[config.mk]
export PLATFORM = sky130hd
export DESIGN_NAME = rbcp_reg_bank
export DESIGN_NICKNAME = d
export VERILOG_FILES = /design/src/rtl/rbcp_reg_bank.sv
export SDC_FILE = /design/constraint.sdc
export NUM_CORES = 1
export LEC_CHECK = 0
export ABC_AREA = 1
export CAP_MARGIN = 20
export CORE_AREA = 2 2 128 130
export DETAILED_ROUTE_END_ITERATION = 16
export DIE_AREA = 0 0 130 132
export DONT_BUFFER_PORTS = 1
export GPL_ROUTABILITY_DRIVEN = 0
export PLACE_DENSITY_LB_ADDON = 0.08
export SLEW_MARGIN = 20
export SYNTH_ARGS = -nofsm -noshare
export SYNTH_HDL_FRONTEND = slang
export SYNTH_SLANG_ARGS = --single-unit
[constraint.sdc]
create_clock -name CLK -period 4.6 [get_ports CLK]
set_input_delay 1.38 -clock CLK [delete_from_list [all_inputs] [get_ports CLK]]
set_output_delay 1.38 -clock CLK [all_outputs]
set_load 0.02 [all_outputs]
[src/rtl/rbcp_reg_bank.sv]
// RBCP slave register bank: read/write control bytes and read-only status bytes
// behind a fixed two-cycle request/acknowledge pipeline in the SiTCP user clock domain.
module rbcp_reg_bank #(
  parameter logic [31:0]          BASE_ADDR  = 32'h0000_0000,
  parameter int unsigned          NUM_REGS   = 16,
  parameter int unsigned          NUM_STAT   = 16,
  parameter logic [NUM_REGS-1:0]  PULSE_MASK = {NUM_REGS{1'b0}}
) (
  input  logic                    CLK,
  input  logic                    RSTn,
  input  logic                    RBCP_ACT,
  input  logic [31:0]             RBCP_ADDR,
  input  logic                    RBCP_WE,
  input  logic [7:0]              RBCP_WD,
  input  logic                    RBCP_RE,
  output logic                    RBCP_ACK,
  output logic [7:0]              RBCP_RD,
  output logic [8*NUM_REGS-1:0]   CTRL_REGS,
  output logic [NUM_REGS-1:0]     CTRL_WR_STB,
  input  logic [8*NUM_STAT-1:0]   STAT_IN
);

  localparam int unsigned RW        = (NUM_REGS > 1) ? $clog2(NUM_REGS) : 1;
  localparam int unsigned SW        = (NUM_STAT > 1) ? $clog2(NUM_STAT) : 1;
  localparam int unsigned IW        = (RW > SW) ? RW : SW;
  localparam logic [31:0] REG_SPAN  = 32'(NUM_REGS);
  localparam logic [31:0] STAT_BASE = 32'h0000_0100;
  localparam logic [31:0] STAT_SPAN = 32'(NUM_STAT);

  logic [31:0]         off_s;
  logic [31:0]         stat_off_s;
  logic                we_s;
  logic                re_s;
  logic                ctrl_hit_s;
  logic                stat_hit_s;
  logic                hit_s;
  logic [NUM_REGS-1:0] wr_dec_s;
  logic [7:0]          rd_mux_s;
  logic [7:0]          stat_s [NUM_STAT];

  logic [7:0]          ctrl_r [NUM_REGS];
  logic [NUM_REGS-1:0] wr_stb_r;
  logic                s1_vld_r;
  logic                s1_wr_r;
  logic                s1_stat_r;
  logic [IW-1:0]       s1_idx_r;
  logic                ack_r;
  logic [7:0]          rd_r;

  // Address decode; a simultaneous WE and RE is treated as a write only
  always_comb begin
    off_s      = RBCP_ADDR - BASE_ADDR;
    stat_off_s = off_s - STAT_BASE;
    we_s       = RBCP_ACT & RBCP_WE;
    re_s       = RBCP_ACT & RBCP_RE & ~RBCP_WE;
    ctrl_hit_s = (off_s < REG_SPAN);
    stat_hit_s = (off_s >= STAT_BASE) && (stat_off_s < STAT_SPAN);
    hit_s      = ctrl_hit_s | stat_hit_s;
    wr_dec_s   = {NUM_REGS{1'b0}};
    if (we_s && ctrl_hit_s) begin
      wr_dec_s[off_s[RW-1:0]] = 1'b1;
    end else begin
      wr_dec_s = {NUM_REGS{1'b0}};
    end
  end

  genvar g;
  generate
    for (g = 0; g < NUM_REGS; g++) begin : g_ctrl
      // Control byte: a fresh write takes priority over the pulse self-clear
      always_ff @(posedge CLK or negedge RSTn) begin
        if (!RSTn) begin
          ctrl_r[g] <= 8'h00;
        end else if (wr_dec_s[g]) begin
          ctrl_r[g] <= RBCP_WD;
        end else if (PULSE_MASK[g] && wr_stb_r[g]) begin
          ctrl_r[g] <= 8'h00;
        end else begin
          ctrl_r[g] <= ctrl_r[g];
        end
      end
      assign CTRL_REGS[8*g +: 8] = ctrl_r[g];
    end
    for (g = 0; g < NUM_STAT; g++) begin : g_stat
      assign stat_s[g] = STAT_IN[8*g +: 8];
    end
  endgenerate

  // Write strobes mark the cycle in which the new value first appears
  always_ff @(posedge CLK or negedge RSTn) begin
    if (!RSTn) begin
      wr_stb_r <= {NUM_REGS{1'b0}};
    end else begin
      wr_stb_r <= wr_dec_s;
    end
  end

  // Stage 1: remember the accepted access; misses never enter the pipeline
  always_ff @(posedge CLK or negedge RSTn) begin
    if (!RSTn) begin
      s1_vld_r  <= 1'b0;
      s1_wr_r   <= 1'b0;
      s1_stat_r <= 1'b0;
      s1_idx_r  <= {IW{1'b0}};
    end else begin
      s1_vld_r  <= (we_s | re_s) & hit_s;
      s1_wr_r   <= we_s;
      s1_stat_r <= stat_hit_s;
      s1_idx_r  <= ctrl_hit_s ? off_s[IW-1:0] : stat_off_s[IW-1:0];
    end
  end

  // Read data is taken from the register/status values present during stage 1
  always_comb begin
    rd_mux_s = 8'h00;
    if (s1_wr_r) begin
      rd_mux_s = 8'h00;
    end else if (s1_stat_r) begin
      rd_mux_s = stat_s[s1_idx_r[SW-1:0]];
    end else begin
      rd_mux_s = ctrl_r[s1_idx_r[RW-1:0]];
    end
  end

  // Stage 2: one acknowledge per accepted access, read data zero otherwise
  always_ff @(posedge CLK or negedge RSTn) begin
    if (!RSTn) begin
      ack_r <= 1'b0;
      rd_r  <= 8'h00;
    end else begin
      ack_r <= s1_vld_r;
      rd_r  <= s1_vld_r ? rd_mux_s : 8'h00;
    end
  end

  assign RBCP_ACK    = ack_r;
  assign RBCP_RD     = rd_r;
  assign CTRL_WR_STB = wr_stb_r;

endmodule

==> reports/results.tsv <==
stage	metric	value	unit
logic_synthesis	synth_nets	1258	
sta	fin_tns_setup	0	ns
critical_path	crit_type	reg -> reg	
logic_synthesis	synth_flop_cell	dfrtp_1	
sta	rsz0062_at_grt	false	
min_path	holdPathStages	0	
pwr	p_clk_share	47.5	%
sta	clock.fmax	360	MHz
sta	fin_ws	1.82	ns
critical_path	timing.rr.start	s1_idx_r[0]	
logic_synthesis	synth_area_per_cell	8.06	sq um
placed_design	hpwl	21500	um
sta	worst_pin_slew	0.973	ns
sta	fin_crit_sh	60.4	%
layout	final-seq-area	0.00401	sq mm
layout	finalNetCount	1208	
critical_path	reg2reg_to	RBCP_RD[3]	
clock_network	path_clk_slew	0.06	ns
logic_synthesis	yosysWarnings	0	
critical_path	end_kind	flip-flop	
floorplanning	start_util	55.6	%
global_routing	grt_pass1_wl	44700	um
critical_path	critPathMaxFanout	72	
min_path	whs_endpoint	RBCP_ACK	
route	postRouteAntennaNets	0	
route	finalWirelength	30500	um
logic_synthesis	ys_types	31	
clock_network	cts_buffers	17	
route	vias	7835	
sta	post-route-min-period	2.78	ns
logic_synthesis	ys_seq_area_share	45.8	%
min_path	hold_start	s1_vld_r	
sta	drv_slew	0	
layout	areaGrowthSynthToFinish	6.73	%
pwr	p_int	2.39	mW
floorplanning	fp.dieArea	0.0172	sq mm
clock_network	post_cts_buffers	0	
pwr	pwr-share-seq	44.1	%
pwr	power_frac_comb	8.5	%
clock_network	cts_root_buf	clkbuf_16	
sta	finalSetupViolCount	0	
critical_path	r2r_slack	1.82	ns
clock_network	cts_tree	built	
floorplanning	die_y	132	um
sta	finalHoldViolCount	0	
floorplanning	rows	46	
logic_synthesis	async_flop_share	100	%
run	drv_cap	0	
route	viasPerCell	6.19	
pwr	power	3.21	mW
layout	multi_input_area	0.00415	sq mm
logic_synthesis	syn_area	0.00874	sq mm
route	post_drt_wl_per_cell	24.1	um
placed_design	dp_slack	1.63	ns
route	drt-initial-drc-count	689	
clock_network	cts_sinks	160	
route	remaining_drc_errors	0	
sta	fin_skew	0.00705	ns
clock_network	insertion_delay	0.44	ns
pwr	switching_share	25.6	%
layout	fillerInstances	1462	
placed_design	place_inst	1232	
layout	layoutNonFillerInstCount	1266	
floorplanning	die_w	130	um
pwr	power_density	344	mW/mm^2
pwr	peakVddDrop	0.231	mV
global_routing	grt_max_degree	161	
global_routing	grt_antenna_before_repair	3	
clock_network	htree_levels	4	
critical_path	rr_worst_depth	8	
route	drtPass1Iterations	5	
global_routing	grt_pass1_vias	7361	
logic_synthesis	synth_edf_count	0	
critical_path	cp-start-kind	flip-flop	
min_path	min_path_type	reg -> reg	
global_routing	grt-ovfl-total	0	
logic_synthesis	synth-seq-cells	160	
layout	drive_gt1_share	13.8	%
sta	relSlewSlack	35.1	%
floorplanning	core_area	0.0157	sq mm
pwr	switchingPower	0.823	mW
logic_synthesis	postSynthCellCount	1085	
critical_path	cp.required	4.97	ns
global_routing	grt_usage	35.1	%
pwr	cellLeakagePower	4.31	nW
floorplanning	ios	326	
run_status	outcome	finished clean	
placed_design	io_buffers	0	
critical_path	worst_ep_arrival_time	3.14	ns
clock_network	cts_resized	0	
clock_network	clockBufferDepth	2	
clock_network	cts-hold-fix-buffers	0	
[state kept, by name, summed over array words and instances, names as in the netlist]
signal and cells:
CTRL_REGS 128, CTRL_WR_STB 16, RBCP_RD 8, s1_idx_r 4
RBCP_ACK 1, s1_stat_r 1, s1_vld_r 1, s1_wr_r 1
[worst max-delay path: stages, from the launching register on]
cell and delay (ns):
dfrtp_4 0.63, inv_4 0.57, buf_4 0.47, nor2_1 0.07, o221ai_1 0.41, nand3_1 0.21, o211ai_1 0.14, nand2_1 0.07
nor2_1 0.09
[power groups by stage]
stage	clock [mW]	combinational [mW]	sequential (mW)
2_1_floorplan	0	0.192	1.44
3_3_place_gp	0	0.265	1.44
3_5_place_dp	0	0.267	1.44
4_1_cts	1.53	0.267	1.42
5_1_grt	1.59	0.294	1.42
6_report	1.53	0.272	1.42
[area by class of cell]
class,instances,share of cell area (%)
multi-input combinational,794,44.4
sequential,160,43.0
clock buffer,20,5.00
tap,216,2.90
inverter,54,2.20
clock inverter,12,1.80
timing repair buffer,8,0.644
antenna,2,0.0536
[synthesized netlist by cell type (6+ instances only)]
| cell type | count | area share, % |
|---|---|---|
| inv_1 | 37 | 1.6 |
| clkbuf_1 | 54 | 2.3 |
| o21ai_2 | 55 | 5.5 |
| nand2_4 | 12 | 1.5 |
| o21ai_1 | 89 | 5.1 |
| dfrtp_1 | 160 | 46 |
| o22ai_1 | 8 | 0.57 |
| o221ai_1 | 56 | 5.6 |
| inv_2 | 15 | 0.64 |
| nor2_1 | 189 | 8.1 |
| nor2_2 | 8 | 0.57 |
| nor3_1 | 6 | 0.34 |
| nand2_1 | 189 | 8.1 |
| nand3_1 | 38 | 2.2 |
| o21ai_0 | 119 | 6.8 |
| buf_2 | 8 | 0.46 |
| buf_6 | 12 | 1.5 |
[cells by family (layout without fill, tap and decap cells)]
group / Yosys count / after routing / share of synthesized area, %
AO/OA/AOI/OAI: 332 / 332 / 24.0
XOR/XNOR: 2 / 2 / 0.200
buffers and inverters: 131 / 94 / 6.77
flip-flops: 160 / 160 / 45.8
other: 0 / 2 / 0
AND/OR/NAND/NOR: 460 / 460 / 23.2
[per-layer routing]
metal | GRT usage, % | up-vias | part of all wire, %
met2 | 57.2 | 404 | 48
met3 | 12.3 | 62 | 10
met1 | 42.8 | 3764 | 38
met4 | 13.1 | 2 | 3.5
met5 | 0 | - | 0.046
li1 | - | 3603 | -
[worst max-delay path by stage]
stage	from	end	cells after the start
finish	s1_idx_r[0]	RBCP_RD[3]	8
floorplan	RBCP_ADDR[8]	CTRL_REGS[72]	11
detailed placement	RBCP_ADDR[8]	CTRL_REGS[22]	10
CTS	s1_idx_r[0]	RBCP_RD[3]	8
global placement	RBCP_ADDR[8]	CTRL_REGS[3]	10
global route	s1_idx_r[0]	RBCP_RD[3]	8
[stage by stage]
| step | util, % | hold WS (ns) | instance area [sq um] |
|---|---|---|---|
| after floorplan | - | 0.354 | 8740 |
| after global placement | 55.3 | 0.373 | 8690 |
| after detailed placement | 55.3 | 0.375 | 8690 |
| after CTS | 59.4 | 0.389 | 9330 |
| after global routing | 59.4 | 0.406 | 9330 |
| final | 59.4 | 0.381 | 9330 |
[cell usage in the layout (no fill, tap or decap), types with 12 or more instances in the layout]
| cell type | n |
|---|---|
| o21ai_2 | 55 |
| nor2_1 | 189 |
| o221ai_1 | 56 |
| dfrtp_1 | 158 |
| clkbuf_16 | 17 |
| o21ai_1 | 89 |
| inv_1 | 37 |
| nand2_4 | 12 |
| nand2_1 | 189 |
| inv_2 | 15 |
| nand3_1 | 38 |
| o21ai_0 | 119 |
Power figures use the tool's default switching activity.
